`config.mk`:
```
export PLATFORM = sky130hd
export DESIGN_NAME = imem_dmem_arbiter
export DESIGN_NICKNAME = d
export VERILOG_FILES = /design/src/rtl/imem_dmem_arbiter_pkg.sv /design/src/rtl/imem_dmem_arbiter_arb_prio.sv /design/src/rtl/imem_dmem_arbiter.sv
export SDC_FILE = /design/constraint.sdc
export NUM_CORES = 1
export LEC_CHECK = 0
export CORE_MARGIN = 2
export CORE_UTILIZATION = 41
export DETAILED_ROUTE_END_ITERATION = 10
export GPL_ROUTABILITY_DRIVEN = 0
export PLACE_DENSITY_LB_ADDON = 0.2
export SYNTH_ARGS = -nofsm -noshare
export SYNTH_HDL_FRONTEND = slang
export SYNTH_HIERARCHICAL = 1
export SYNTH_SLANG_ARGS = --single-unit
```
`constraint.sdc`:
```
create_clock -name clk -period 3.1 [get_ports clk]
set_input_delay 0.465 -clock clk [delete_from_list [all_inputs] [get_ports clk]]
set_output_delay 0.465 -clock clk [all_outputs]
set_load 0.01 [all_outputs]
```
`src/rtl/imem_dmem_arbiter_pkg.sv`:
```
// Shared types for the instruction/data memory arbiter.
package imem_dmem_arbiter_pkg;

  localparam int ARB_ADDR_W = 32;
  localparam int ARB_DATA_W = 32;

  // Arbiter FSM: request phase holds the command, response phase waits for m_rvalid.
  typedef enum logic [2:0] {
    IDLE  = 3'd0,
    REQ_I = 3'd1,
    REQ_D = 3'd2,
    RSP_I = 3'd3,
    RSP_D = 3'd4
  } arb_state_t;

  // Memory command layout at the default widths.
  typedef struct packed {
    logic                    we;
    logic [ARB_ADDR_W-1:0]   addr;
    logic [ARB_DATA_W-1:0]   wdata;
    logic [ARB_DATA_W/8-1:0] be;
  } mem_cmd_t;

  // True while a fetch owns the memory (a flush in these states makes it stale).
  function automatic logic is_fetch_state(arb_state_t s);
    return (s == REQ_I) || (s == RSP_I);
  endfunction

endpackage

```
`src/rtl/imem_dmem_arbiter_arb_prio.sv`:
```
// Grant select for the shared memory: data wins by default, but a bounded
// streak of data grants while fetch is waiting hands the next slot to fetch.
module arb_prio #(
  parameter int MAX_D_STREAK = 4
) (
  input  logic clk,
  input  logic rst,
  input  logic arb_en,
  input  logic i_req,
  input  logic d_req,
  input  logic flush,
  output logic grant_i,
  output logic grant_d
);

  localparam int SW = $clog2(MAX_D_STREAK + 1);
  localparam logic [SW-1:0] STREAK_MAX = SW'(MAX_D_STREAK);

  logic [SW-1:0] streak_q;
  logic [SW-1:0] streak_d;

  // Grant decision plus next streak value; a flush only suppresses the fetch grant.
  always_comb begin
    grant_d  = arb_en & d_req & ((streak_q < STREAK_MAX) | ~i_req);
    grant_i  = arb_en & ~grant_d & i_req & ~flush;
    streak_d = streak_q;
    if (!i_req || grant_i) begin
      streak_d = '0;
    end else if (grant_d && (streak_q != STREAK_MAX)) begin
      streak_d = streak_q + 1'b1;
    end
  end

  // Streak register, cleared by reset.
  always_ff @(posedge clk) begin
    if (rst) begin
      streak_q <= '0;
    end else begin
      streak_q <= streak_d;
    end
  end

endmodule

```
`src/rtl/imem_dmem_arbiter.sv`:
```
// Shares one single-ported memory between fetch and load/store, one
// outstanding transaction at a time, dropping fetch responses made stale by flush.
module imem_dmem_arbiter
  import imem_dmem_arbiter_pkg::*;
#(
  parameter int ADDR_W       = ARB_ADDR_W,
  parameter int DATA_W       = ARB_DATA_W,
  parameter int MAX_D_STREAK = 4
) (
  input  logic                clk,
  input  logic                rst,
  input  logic                i_req,
  input  logic [ADDR_W-1:0]   i_addr,
  input  logic                flush,
  output logic [DATA_W-1:0]   i_rdata,
  output logic                i_valid,
  output logic                fetch_stall,
  input  logic                d_req,
  input  logic                d_we,
  input  logic [ADDR_W-1:0]   d_addr,
  input  logic [DATA_W-1:0]   d_wdata,
  input  logic [DATA_W/8-1:0] d_be,
  output logic [DATA_W-1:0]   d_rdata,
  output logic                d_valid,
  output logic                d_stall,
  output logic                m_req,
  output logic                m_we,
  output logic [ADDR_W-1:0]   m_addr,
  output logic [DATA_W-1:0]   m_wdata,
  output logic [DATA_W/8-1:0] m_be,
  input  logic                m_ready,
  input  logic                m_rvalid,
  input  logic [DATA_W-1:0]   m_rdata
);

  arb_state_t          state_q, state_d;
  logic                m_we_q, m_we_d;
  logic [ADDR_W-1:0]   m_addr_q, m_addr_d;
  logic [DATA_W-1:0]   m_wdata_q, m_wdata_d;
  logic [DATA_W/8-1:0] m_be_q, m_be_d;
  logic                i_valid_q, i_valid_d;
  logic [DATA_W-1:0]   i_rdata_q, i_rdata_d;
  logic                d_valid_q, d_valid_d;
  logic [DATA_W-1:0]   d_rdata_q, d_rdata_d;
  logic                discard_q, discard_d;
  logic                grant_i, grant_d;

  arb_prio #(
    .MAX_D_STREAK(MAX_D_STREAK)
  ) u_prio (
    .clk    (clk),
    .rst    (rst),
    .arb_en (state_q == IDLE),
    .i_req  (i_req),
    .d_req  (d_req),
    .flush  (flush),
    .grant_i(grant_i),
    .grant_d(grant_d)
  );

  // Next state, command capture at grant, and response completion.
  always_comb begin
    state_d   = state_q;
    m_we_d    = m_we_q;
    m_addr_d  = m_addr_q;
    m_wdata_d = m_wdata_q;
    m_be_d    = m_be_q;
    i_valid_d = 1'b0;
    i_rdata_d = i_rdata_q;
    d_valid_d = 1'b0;
    d_rdata_d = d_rdata_q;
    discard_d = discard_q;

    // A flush while the fetch owns the memory marks its response stale;
    // the command itself is not withdrawn.
    if (flush && is_fetch_state(state_q)) begin
      discard_d = 1'b1;
    end

    case (state_q)
      IDLE: begin
        discard_d = 1'b0;
        if (grant_d) begin
          state_d   = REQ_D;
          m_we_d    = d_we;
          m_addr_d  = d_addr;
          m_wdata_d = d_wdata;
          m_be_d    = d_be;
        end else if (grant_i) begin
          state_d   = REQ_I;
          m_we_d    = 1'b0;
          m_addr_d  = i_addr;
          m_wdata_d = '0;
          m_be_d    = '1;
        end
      end
      REQ_I: if (m_ready) state_d = RSP_I;
      REQ_D: if (m_ready) state_d = RSP_D;
      RSP_I: begin
        if (m_rvalid) begin
          state_d   = IDLE;
          discard_d = 1'b0;
          if (!discard_q && !flush) begin
            i_valid_d = 1'b1;
            i_rdata_d = m_rdata;
          end
        end
      end
      RSP_D: begin
        if (m_rvalid) begin
          state_d   = IDLE;
          d_valid_d = 1'b1;
          d_rdata_d = m_rdata;
        end
      end
      default: state_d = IDLE;
    endcase
  end

  // State, command and response registers with synchronous reset.
  always_ff @(posedge clk) begin
    if (rst) begin
      state_q   <= IDLE;
      m_we_q    <= 1'b0;
      m_addr_q  <= '0;
      m_wdata_q <= '0;
      m_be_q    <= '0;
      i_valid_q <= 1'b0;
      i_rdata_q <= '0;
      d_valid_q <= 1'b0;
      d_rdata_q <= '0;
      discard_q <= 1'b0;
    end else begin
      state_q   <= state_d;
      m_we_q    <= m_we_d;
      m_addr_q  <= m_addr_d;
      m_wdata_q <= m_wdata_d;
      m_be_q    <= m_be_d;
      i_valid_q <= i_valid_d;
      i_rdata_q <= i_rdata_d;
      d_valid_q <= d_valid_d;
      d_rdata_q <= d_rdata_d;
      discard_q <= discard_d;
    end
  end

  assign m_req       = (state_q == REQ_I) || (state_q == REQ_D);
  assign m_we        = m_we_q;
  assign m_addr      = m_addr_q;
  assign m_wdata     = m_wdata_q;
  assign m_be        = m_be_q;
  assign i_valid     = i_valid_q;
  assign i_rdata     = i_rdata_q;
  assign d_valid     = d_valid_q;
  assign d_rdata     = d_rdata_q;
  assign fetch_stall = i_req & ~i_valid_q;
  assign d_stall     = d_req & ~d_valid_q;

endmodule
```
==> impl_metrics.ini <==
[hold_path]
min_delay_worst_endpoint = d_rdata[20]
hp-start = d_rdata[20]
hold_class = reg2reg
holdPathStages = 2

[route]
drt_first_pass_iters = 7
via_per_inst = 4.985
route.vias.total = 5145
drt-total-wl_um = 16050
drc_errors = 0
wl_per_cell_um = 15.56
first_iter_violations = 329
ant_nets = 0

[die]
die-width_um = 122.0
pin_count = 278
die_h_um = 122.0
rows = 43
start_util_pct = 41.59
core_um2 = 13720
die_area_um2 = 14880

[cts]
cts-root-buf = clkbuf_16
post_cts_buffers = 0
clk_pin_slew_ps = 60
cts_resized = 0
ctsHoldBuffers = 0
cts_made_buffers = 17
cts_max_level = 4
tritoncts = built
cts_buffer_depth = 2
clkSinkCount = 142
clock_latency_ps = 410

[timing]
fin_crit_sh_pct = 83.26
rsz0062_at_grt = false
drv_slew = 0
fin_ws_ps = 518.9
hold_violations = 0
max_slew.worst_pin.slew_ps = 490.9
max_freq_ghz = 0.3874
timing.setup.tns_ps = 0
fin_skew_ps = 5.142
setup_viol = 0
fin_crit_ps = 2581
relSlewSlack_pct = 67.23

[logic_synthesis]
synth_top_area_share_pct = 49.82
synth_area_leaders = dfxtp_1 50%, mux2i_1 11%, nand2b_1 7.0%, a21oi_1 6.4%, a22o_1 5.1%
ys_types = 38
synth.most_common_cell = dfxtp_1
yosysWarnings = 6
ys_seq_area_share_pct = 49.82
synth_top_area_cell = dfxtp_1
synth_area_um2 = 5705
synth_edf_count = 0
synth-main-ff-cell = dfxtp_1
synth_fp_nets = 723
synthArstFlopShare_pct = 0
syn_avg_cell_area_um2 = 9.820
synthTopCellsByCount = 142 x dfxtp_1, 73 x a21oi_1, 66 x nand2_1
netlist_instances = 581
ys_seq_elements = 142

[layout]
drive_gt1_share_pct = 6.228
postLayoutCoreUtil_pct = 66.75
fin_nets = 981
ff_latch_area_um2 = 2843
multi_input_area_um2 = 2574
fillers = 1094
syn_to_final_growth_pct = 60.50
final_area_um2 = 9158

[worst_setup_path]
start_kind = flop
end_kind = flop
reg2reg_depth = 7
reg2reg_from = state_q[0]
worstSetupPathType = reg2reg
cp.required_ps = 3410
arrival_ps = 2890
critPathMaxFanout = 32
r2r_end = m_addr[25]
r2r_slack_ps = 520

[pwr]
p_per_area_nw_per_um2 = 570.2
vdd_ir_drop_max_mv = 0.3647
p_leak_nw = 3.283
power.total_mw = 5.222

[place]
dp_hpwl_um = 11710
place_area_um2 = 8548
io_buffer_count = 277
place_ws_ps = 528.9

[grt]
gr-total-overflow = 0
grt_max_degree = 68
track_usage_pct = 21.11
antenna_found_initial = 0
grt_pass1_wl_um = 24700
grt_pass1_vias = 5034

[job]
cap_violations = 0

[run_status]
status = finished clean
-- sequential cells by signal (all words and copies together) (netlist names) --
| signal | flops |
|---|---|
| m_wdata | 32 |
| state_q | 3 |
| i_rdata | 32 |
| discard_q | 1 |
| u_prio/streak_q | 3 |
| m_addr | 32 |
| d_rdata | 32 |
| i_valid | 1 |
| d_valid | 1 |
| m_be | 4 |
| m_we | 1 |
-- power by group --
group	leakage (nW)	internal, mW	switching (mW)
clock	0.290	1.32	0.735
sequential	1.16	1.98	0.0900
combinational	1.84	0.616	0.488
total	3.28	3.91	1.31
-- critical path, stage by stage (launching register included) --
cell	delay, ps
dfxtp_1	450
nor3_4	440
inv_1	130
nor4b_1	370
or2_1	300
buf_4	370
a21oi_1	140
a211oi_1	280
-- worst max-delay path by stage --
stage                     from           to  slack (ps)  cells after the start
finish              state_q[0]   m_addr[25]         520                      7
global route        state_q[0]   m_addr[25]         260                      7
CTS                 state_q[0]   m_addr[25]         510                      7
detailed placement       d_req   m_addr[25]         530                      7
global placement         d_req  m_wdata[20]         580                      7
floorplan           state_q[2]   m_wdata[0]         700                     11
-- cell usage in the layout (no fill, tap or decap), types with 2 or more instances in the layout --
cell type	n
a211oi_1	33
a21oi_1	72
a22o_1	33
buf_4	14
bufinv_16	3
clkbuf_16	17
clkbuf_8	3
clkdlybuf4s50_1	276
clkinv_2	4
clkinvlp_4	4
dfxtp_1	142
ha_1	2
inv_1	5
mux2i_1	65
nand2_1	66
nand2b_1	64
nor2_1	9
nor2b_1	8
nor3_1	8
-- per-stage QoR --
step	hold slack (ps)	cells
global route	470.4	1031
global placement	441.7	1000
finish	456.3	1032
CTS	452.8	1031
detailed placement	447.5	1000
floorplan	475.1	581
-- layer usage --
metal / global-route usage (%) / up-vias / routed length (µm)
li1: - / 2546 / -
met1: 23.46 / 2383 / 6228
met2: 36.31 / 189 / 8040
met3: 6.976 / 27 / 1366
met4: 10.13 / 0 / 419
met5: 0 / - / 0
-- area by class of cell --
cell class,count,share of cell area (%)
clock inverter,11,1.530
timing repair buffer,291,31.53
antenna,1,0.02733
clock buffer,20,5.096
multi-input combinational,382,28.10
tap,180,2.459
sequential,142,31.04
inverter,5,0.2049
-- cell families (layout without fill, tap and decap cells) --
logic type                 Yosys count  count (layout)  share of synthesized area, %
adders and majority gates            2               2                        0.4385
xor gates and xnor gates             1               1                        0.1535
other                                0               1                             0
and+or+nand+nor                    167             167                         15.57
buffers and inverters               57             327                         5.790
muxes                               65              65                         11.40
DFF                                142             142                         49.82
AOI/OAI and AO/OA                  147             147                         16.82
No activity file was read; power rests on OpenSTA's default activity.
